**src/rtl/neighbourhood_pkg.sv**
```systemverilog
// Shared types and constants for the 3x3 neighbourhood fetcher.
//   border_mode_e : policy applied to taps that fall outside the frame
//   state_e       : fetcher FSM states
//   TAP_DX/TAP_DY : row-major tap offsets, tap 4 is the centre
package neighbourhood_pkg;

   typedef enum logic {
      BORDER_ZERO      = 1'b0,
      BORDER_REPLICATE = 1'b1
   } border_mode_e;

   typedef enum logic [1:0] {
      IDLE  = 2'd0,
      ISSUE = 2'd1,
      DRAIN = 2'd2,
      DONE  = 2'd3
   } state_e;

   localparam int unsigned TAPS     = 9;
   localparam int unsigned TAP_W    = 4;
   localparam int unsigned COORD_W  = 11;
   // One extra bit so that x-1 at x=0 stays negative instead of wrapping
   localparam int unsigned SCOORD_W = 12;

   localparam logic signed [1:0] TAP_DX [TAPS] = '{
      -2'sd1, 2'sd0, 2'sd1,
      -2'sd1, 2'sd0, 2'sd1,
      -2'sd1, 2'sd0, 2'sd1
   };

   localparam logic signed [1:0] TAP_DY [TAPS] = '{
      -2'sd1, -2'sd1, -2'sd1,
       2'sd0,  2'sd0,  2'sd0,
       2'sd1,  2'sd1,  2'sd1
   };

endpackage

```
**src/rtl/tap_address_calc.sv**
```systemverilog
// Combinational tap address generator.
//   cx, cy : centre coordinate
//   tap    : tap index 0..8 (row-major)
//   addr   : frame-buffer address of the clamped tap coordinate
//   oof    : tap coordinate lies outside the frame
module tap_address_calc
   import neighbourhood_pkg::*;
#(
   parameter int unsigned IMG_W  = 512,
   parameter int unsigned IMG_H  = 384,
   parameter int unsigned ADDR_W = 18
)(
   input  logic [COORD_W-1:0] cx,
   input  logic [COORD_W-1:0] cy,
   input  logic [TAP_W-1:0]   tap,
   output logic [ADDR_W-1:0]  addr,
   output logic               oof
);

   localparam logic signed [SCOORD_W-1:0] X_MAX = SCOORD_W'(IMG_W - 1);
   localparam logic signed [SCOORD_W-1:0] Y_MAX = SCOORD_W'(IMG_H - 1);

   logic signed [1:0]          dx;
   logic signed [1:0]          dy;
   logic signed [SCOORD_W-1:0] tx;
   logic signed [SCOORD_W-1:0] ty;
   logic [COORD_W-1:0]         clx;
   logic [COORD_W-1:0]         cly;
   logic                       ox;
   logic                       oy;

   // Offset, clamp and flag the tap coordinate
   always_comb begin
      dx = 2'sd0;
      dy = 2'sd0;
      if (32'(tap) < TAPS) begin
         dx = TAP_DX[tap];
         dy = TAP_DY[tap];
      end

      tx = $signed({1'b0, cx}) + $signed({{(SCOORD_W-2){dx[1]}}, dx});
      ty = $signed({1'b0, cy}) + $signed({{(SCOORD_W-2){dy[1]}}, dy});

      ox = 1'b0;
      if (tx[SCOORD_W-1]) begin
         clx = '0;
         ox  = 1'b1;
      end else if (tx > X_MAX) begin
         clx = X_MAX[COORD_W-1:0];
         ox  = 1'b1;
      end else begin
         clx = tx[COORD_W-1:0];
      end

      oy = 1'b0;
      if (ty[SCOORD_W-1]) begin
         cly = '0;
         oy  = 1'b1;
      end else if (ty > Y_MAX) begin
         cly = Y_MAX[COORD_W-1:0];
         oy  = 1'b1;
      end else begin
         cly = ty[COORD_W-1:0];
      end

      addr = ADDR_W'(cly) * ADDR_W'(IMG_W) + ADDR_W'(clx);
      oof  = ox | oy;
   end

endmodule

```
**src/rtl/neighbourhood_fetcher.sv**
```systemverilog
// Sequential 3x3 neighbourhood fetcher: one centre coordinate in, nine
// BRAM reads out (one per cycle), full window presented on valid/ready.
//   clk, rst              : clock, async active-high reset
//   req_valid/ready/x/y   : centre coordinate request
//   mem_en/addr/rdata     : single-port synchronous BRAM read port
//   win_valid/ready/data  : assembled window, tap k at [k*DATA_W +: DATA_W]
//   win_err               : request coordinate was outside the frame
module neighbourhood_fetcher
   import neighbourhood_pkg::*;
#(
   parameter int unsigned  IMG_W       = 512,
   parameter int unsigned  IMG_H       = 384,
   parameter int unsigned  DATA_W      = 12,
   parameter int unsigned  RD_LATENCY  = 2,
   parameter border_mode_e BORDER_MODE = BORDER_ZERO,
   localparam int unsigned ADDR_W      = $clog2(IMG_W * IMG_H)
)(
   input  logic                   clk,
   input  logic                   rst,
   input  logic                   req_valid,
   output logic                   req_ready,
   input  logic [COORD_W-1:0]     req_x,
   input  logic [COORD_W-1:0]     req_y,
   output logic                   mem_en,
   output logic [ADDR_W-1:0]      mem_addr,
   input  logic [DATA_W-1:0]      mem_rdata,
   output logic                   win_valid,
   input  logic                   win_ready,
   output logic [TAPS*DATA_W-1:0] win_data,
   output logic                   win_err
);

   localparam int unsigned      CNT_W    = (RD_LATENCY > 1) ? $clog2(RD_LATENCY) : 1;
   localparam logic [TAP_W-1:0] LAST_TAP = TAP_W'(TAPS - 1);
   localparam logic [CNT_W-1:0] LAST_CNT = CNT_W'(RD_LATENCY - 1);

   state_e             state_q;
   state_e             state_d;
   logic [COORD_W-1:0] cx_q;
   logic [COORD_W-1:0] cx_d;
   logic [COORD_W-1:0] cy_q;
   logic [COORD_W-1:0] cy_d;
   logic [TAP_W-1:0]   tap_q;
   logic [TAP_W-1:0]   tap_d;
   logic [CNT_W-1:0]   cnt_q;
   logic [CNT_W-1:0]   cnt_d;
   logic               flag_q;
   logic               flag_d;
   logic               req_ready_d;
   logic               mem_en_d;
   logic [ADDR_W-1:0]  mem_addr_d;
   logic               win_valid_d;
   logic               win_err_d;
   logic               clear_win;
   logic               coord_ok;

   logic [COORD_W-1:0] calc_x;
   logic [COORD_W-1:0] calc_y;
   logic [TAP_W-1:0]   calc_tap;
   logic [ADDR_W-1:0]  calc_addr;
   logic               calc_oof;

   // Read tags: which slot the returning data belongs to and its border flag
   logic               pipe_vld  [RD_LATENCY];
   logic [TAP_W-1:0]   pipe_idx  [RD_LATENCY];
   logic               pipe_flag [RD_LATENCY];
   logic               zero_slot;

   assign coord_ok = (32'(req_x) < IMG_W) && (32'(req_y) < IMG_H);

   // Address of the tap presented on mem_addr in the following cycle
   always_comb begin
      if (state_q == IDLE) begin
         calc_x   = req_x;
         calc_y   = req_y;
         calc_tap = '0;
      end else begin
         calc_x   = cx_q;
         calc_y   = cy_q;
         calc_tap = (tap_q == LAST_TAP) ? '0 : tap_q + TAP_W'(1);
      end
   end

   tap_address_calc #(
      .IMG_W  (IMG_W),
      .IMG_H  (IMG_H),
      .ADDR_W (ADDR_W)
   ) u_tap_address_calc (
      .cx   (calc_x),
      .cy   (calc_y),
      .tap  (calc_tap),
      .addr (calc_addr),
      .oof  (calc_oof)
   );

   // Next-state and registered-output logic
   always_comb begin
      state_d     = state_q;
      cx_d        = cx_q;
      cy_d        = cy_q;
      tap_d       = tap_q;
      cnt_d       = cnt_q;
      flag_d      = flag_q;
      mem_en_d    = 1'b0;
      mem_addr_d  = mem_addr;
      win_valid_d = win_valid;
      win_err_d   = win_err;
      clear_win   = 1'b0;

      case (state_q)
         IDLE: begin
            if (req_valid) begin
               cx_d      = req_x;
               cy_d      = req_y;
               clear_win = 1'b1;
               if (coord_ok) begin
                  state_d    = ISSUE;
                  mem_en_d   = 1'b1;
                  mem_addr_d = calc_addr;
                  flag_d     = calc_oof;
                  tap_d      = '0;
               end else begin
                  state_d     = DONE;
                  win_valid_d = 1'b1;
                  win_err_d   = 1'b1;
               end
            end
         end
         ISSUE: begin
            if (tap_q == LAST_TAP) begin
               state_d = DRAIN;
               cnt_d   = '0;
            end else begin
               mem_en_d   = 1'b1;
               mem_addr_d = calc_addr;
               flag_d     = calc_oof;
               tap_d      = tap_q + TAP_W'(1);
            end
         end
         DRAIN: begin
            if (cnt_q == LAST_CNT) begin
               state_d     = DONE;
               win_valid_d = 1'b1;
            end else begin
               cnt_d = cnt_q + CNT_W'(1);
            end
         end
         DONE: begin
            if (win_ready) begin
               state_d     = IDLE;
               win_valid_d = 1'b0;
               win_err_d   = 1'b0;
            end
         end
         default: state_d = IDLE;
      endcase

      req_ready_d = (state_d == IDLE);
   end

   // State and output registers
   always_ff @(posedge clk or posedge rst) begin
      if (rst) begin
         state_q   <= IDLE;
         cx_q      <= '0;
         cy_q      <= '0;
         tap_q     <= '0;
         cnt_q     <= '0;
         flag_q    <= 1'b0;
         req_ready <= 1'b1;
         mem_en    <= 1'b0;
         mem_addr  <= '0;
         win_valid <= 1'b0;
         win_err   <= 1'b0;
      end else begin
         state_q   <= state_d;
         cx_q      <= cx_d;
         cy_q      <= cy_d;
         tap_q     <= tap_d;
         cnt_q     <= cnt_d;
         flag_q    <= flag_d;
         req_ready <= req_ready_d;
         mem_en    <= mem_en_d;
         mem_addr  <= mem_addr_d;
         win_valid <= win_valid_d;
         win_err   <= win_err_d;
      end
   end

   // Tag delay line, aligned with the BRAM read latency
   always_ff @(posedge clk or posedge rst) begin
      if (rst) begin
         for (int i = 0; i < RD_LATENCY; i++) begin
            pipe_vld[i]  <= 1'b0;
            pipe_idx[i]  <= '0;
            pipe_flag[i] <= 1'b0;
         end
      end else begin
         pipe_vld[0]  <= mem_en;
         pipe_idx[0]  <= tap_q;
         pipe_flag[0] <= flag_q;
         for (int i = 1; i < RD_LATENCY; i++) begin
            pipe_vld[i]  <= pipe_vld[i-1];
            pipe_idx[i]  <= pipe_idx[i-1];
            pipe_flag[i] <= pipe_flag[i-1];
         end
      end
   end

   assign zero_slot = (BORDER_MODE == BORDER_ZERO) && pipe_flag[RD_LATENCY-1];

   // Window register: slots fill as read data returns, held while in DONE
   always_ff @(posedge clk or posedge rst) begin
      if (rst) begin
         win_data <= '0;
      end else if (clear_win) begin
         win_data <= '0;
      end else if (pipe_vld[RD_LATENCY-1]) begin
         for (int k = 0; k < TAPS; k++) begin
            if (pipe_idx[RD_LATENCY-1] == TAP_W'(k)) begin
               win_data[k*DATA_W +: DATA_W] <= zero_slot ? '0 : mem_rdata;
            end
         end
      end
   end

endmodule
```
**config.mk**
```make
export PLATFORM = sky130hd
export DESIGN_NAME = neighbourhood_fetcher
export DESIGN_NICKNAME = d
export VERILOG_FILES = /design/src/rtl/neighbourhood_pkg.sv /design/src/rtl/tap_address_calc.sv /design/src/rtl/neighbourhood_fetcher.sv
export SDC_FILE = /design/constraint.sdc
export NUM_CORES = 1
export LEC_CHECK = 0
export BUFFER_PORTS_ARGS = -buffer_cell sky130_fd_sc_hd__buf_2
export CORE_UTILIZATION = 60
export CTS_CLUSTER_SIZE = 30
export DETAILED_ROUTE_END_ITERATION = 7
export HOLD_SLACK_MARGIN = 0.12
export PLACE_DENSITY = 0.85
export SYNTH_ARGS = -nofsm -noshare
export SYNTH_HDL_FRONTEND = slang
export SYNTH_HIERARCHICAL = 1
export SYNTH_SLANG_ARGS = --single-unit
```
**constraint.sdc**
```tcl
create_clock -name clk -period 11.7 [get_ports clk]
set_clock_uncertainty 0.1 [all_clocks]
set_input_delay 0 -clock clk [delete_from_list [all_inputs] [get_ports clk]]
set_output_delay 0 -clock clk [all_outputs]
set_load 0.01 [all_outputs]
```
==> impl_metrics.py <==
metrics = {
    "status": {
        "status": "finished, final reports clean",
    },
    "pwr": {
        "pwr-share-comb_pct": 60.1,
        "p_switching_mw": 1.70,
        "power.leakage_nw": 5.22,
        "p_int_mw": 2.11,
        "pwr_density_cell_nw_per_um2": 344,
        "seq_power_share_pct": 23.3,
        "p_sw_share_pct": 44.6,
        "finalPower_mw": 3.81,
        "p_clk_share_pct": 16.6,
        "vdd_drop_max_v": 0.000390,
    },
    "synthesis": {
        "yosys-top-cells-area": "dfrtp_1 46%, a21oi_1 6.9%, nand3_1 6.5%, o21ai_0 5.6%, nand2_1 3.2%",
        "ys_ff_latch": 172,
        "synth_edf_count": 0,
        "synthArstFlopShare_pct": 100,
        "yosysSeqAreaShare_pct": 46.8,
        "synth_top_area_share_pct": 46.5,
        "syn-cell-area_um2": 9210,
        "synth.distinct_cells": 76,
        "synthFlopType": "dfrtp_1",
        "syn_inst": 979,
        "synth_area_leader_cell": "dfrtp_1",
        "yosys_warnings": 6,
        "syn_area_per_cell_um2": 9.41,
    },
    "setup_path": {
        "critical-path-top-delay-family": "simple AND/OR/NAND/NOR gates",
        "cp_cell_sequence": "inv_1 -> ha_1 -> nand3b_4 -> nand2_1 -> nor2_1 -> inv_1 -> ha_1 -> nor2_1 -> a21oi_1 -> nor2_1 -> ha_1 -> o21a_1 -> a2111oi_2 -> nor3_1 -> a21oi_1 -> a21oi_1 -> xnor2_1 -> nand4bb_1 -> mux2_4",
        "cp_slowest_cell": "nor2_1",
        "critPathBufInv": 2,
        "critPathKind": "reg -> reg",
        "worstSetupEndpointType": "flip-flop",
        "r2r-start": "tap_q[0]$_DFFE_PP0P_",
        "cp-start-kind": "flip-flop",
        "crit_path_max_incr_delay_ns": 0.78,
        "arrival_ns": 5.64,
        "cp_max_fo": 12,
        "crit_start": "tap_q[0]$_DFFE_PP0P_",
        "cp.required_ns": 11.92,
    },
    "detailed_routing": {
        "vias_per_cell": 6.38,
        "wl_um": 25900,
        "drtIter0Drc": 1122,
        "routedWlPerCell_um": 19.5,
        "drtAntennaViolNets": 0,
        "drtPass1Iterations": 6,
        "drc": 0,
        "vias": 8488,
    },
    "grt": {
        "grt_pass1_vias": 7965,
        "grt_overflow": 0,
        "grt_pass1_wl_um": 41400,
        "antenna_found_initial": 1,
        "grt_use_total_pct": 33.2,
        "grt_max_degree": 113,
    },
    "die": {
        "core_um2": 14800,
        "io_pins": 168,
        "dieArea_um2": 15800,
        "start_util_pct": 62.4,
        "die_h_um": 126,
        "die_x_um": 126,
        "core.rowCount": 44,
    },
    "finish": {
        "final_cell_mix": "171 x dfrtp_1, 167 x buf_2, 127 x a21oi_1",
        "drive_above_1_share_pct": 24.1,
        "fin_area_um2": 11100,
        "syn2layout_area_growth_pct": 20.3,
        "final_common_cell": "dfrtp_1",
        "stdcell_count": 1331,
        "finalNetCount": 1193,
    },
    "clocking": {
        "numCtsBuffers": 17,
        "root_buffer": "clkbuf_16",
        "cts_tree": "done",
        "path_clk_slew_ns": 0.07,
        "post_cts_buffers": 0,
        "cts_buffer_depth": 2,
        "clock_latency_ns": 0.44,
        "cts_num_sinks": 172,
        "cts_max_level": 4,
    },
    "timing": {
        "worst_pin_slew_ns": 1.22,
        "setup_viol_count_final": 0,
        "finalCritPeriodShare_pct": 46.3,
        "fmax_mhz": 184,
        "rsz0062_at_grt": "no",
        "max_slew_margin_pct": 18.8,
        "drv_slew": 0,
        "setup-tns-final_ns": 0,
        "hold_viol_final": 0,
        "post-route-min-period_ns": 5.42,
    },
    "flow_run": {
        "drv_cap": 0,
    },
    "placement": {
        "place_inst": 1250,
        "hpwl_um": 15500,
        "numPortBuffers": 167,
        "gp_congestion": 0.854,
        "place_area_um2": 9950,
    },
    "worst_hold_path": {
        "hold_path.class": "in -> reg",
        "worstHoldStart": "mem_rdata[6]",
    },
}
==> synthesized netlist by cell type (3+ instances only) <==
cell and count:
a211o_1 4, a211oi_1 4, a21oi_1 127, and3_1 6
and3b_1 3, buf_1 5, buf_2 24, buf_4 4
buf_6 5, clkbuf_1 53, dfrtp_1 171, ha_1 21
inv_1 13, mux2_2 23, mux2_4 18, mux2i_1 6
nand2_1 79, nand2b_1 3, nand3_1 120, nand4_1 5
nor2_1 25, nor2b_1 21, nor3_1 13, nor4_1 4
nor4b_1 3, o21a_1 16, o21ai_0 103, o21ai_1 21
o22ai_1 4, or4_1 4, xnor2_1 9, xor2_1 6
==> through the flow <==
step                worst slack, ns  util (%)  hold WS, ns
floorplan                      6.94         -      -0.0238
global placement               6.55      67.4        0.102
detailed placement             6.38      67.4        0.109
CTS                            6.34      75.0        0.125
global route                   5.82      75.1        0.160
finish                         6.28      75.1        0.135
==> power groups by stage <==
stage / Clock, mW / Sequential, mW / Combinational [mW]
2_1_floorplan: 0 / 0.889 / 1.75
3_3_place_gp: 0 / 0.879 / 2.12
3_5_place_dp: 0 / 0.886 / 2.18
4_1_cts: 0.633 / 0.880 / 2.21
6_report: 0.632 / 0.886 / 2.29
5_1_grt: 0.655 / 0.903 / 2.50
==> cells by family after synthesis <==
| kind of cell | synth area share, % |
|---|---|
| AOI/OAI and AO/OA | 19.0 |
| muxes | 6.40 |
| xor gates and xnor gates | 1.85 |
| and+or+nand+nor | 17.4 |
| buffers and inverters | 5.23 |
| adders and majority gates | 3.29 |
| other | 0.0407 |
| DFF | 46.8 |
==> path summary, 6_finish.rpt <==
kind	to	slack, ns	depth (start not counted)
max	flag_q$_DFFE_PP0P_	6.28	19
min	win_data[30]$_DFFE_PP0P_	0.13	4
max reg2reg	flag_q$_DFFE_PP0P_	6.28	19
min reg2reg	pipe_idx[2]$_DFF_PP0_	0.25	0
max in group asynchronous	pipe_idx[7]$_DFF_PP0_	9.84	4
min in group asynchronous	win_data[8]$_DFFE_PP0P_	0.24	3
==> final cells by class <==
cell class,count,area [um2]
sequential,172,4310
tap,184,230
clock inverter,14,216
inverter,14,57.6
fill,982,3680
clock buffer,18,439
multi-input combinational,703,4440
antenna,2,5.00
timing repair buffer,224,1380
==> flip-flops by register name, indices dropped and copies added, names as in the netlist, 2 cells and up <==
signal	cells
win_data	108
mem_addr	18
cx_q	11
cy_q	11
pipe_idx	8
tap_q	4
pipe_vld	2
state_q	2
==> layer usage <==
layer	up-vias	share of wire (%)	track usage [%]
li1	3786	-	-
met1	4069	38	41.6
met2	530	49	55.1
met3	103	8.2	5.73
met4	0	4.0	17.8
met5	-	0	0
==> timing repair <==
item / CTS / global route
endpoints found under the hold margin: 201 / 0
hold buffers: 47 / 0
gates resized for setup: 0 / 0
==> tightest hold or removal path, cell delays in order <==
cell,delay (ns)
buf_2,0.09
nor2b_1,0.31
nand3_1,0.17
a21oi_1,0.06
Note: power is estimated with default switching activity, not from simulation.
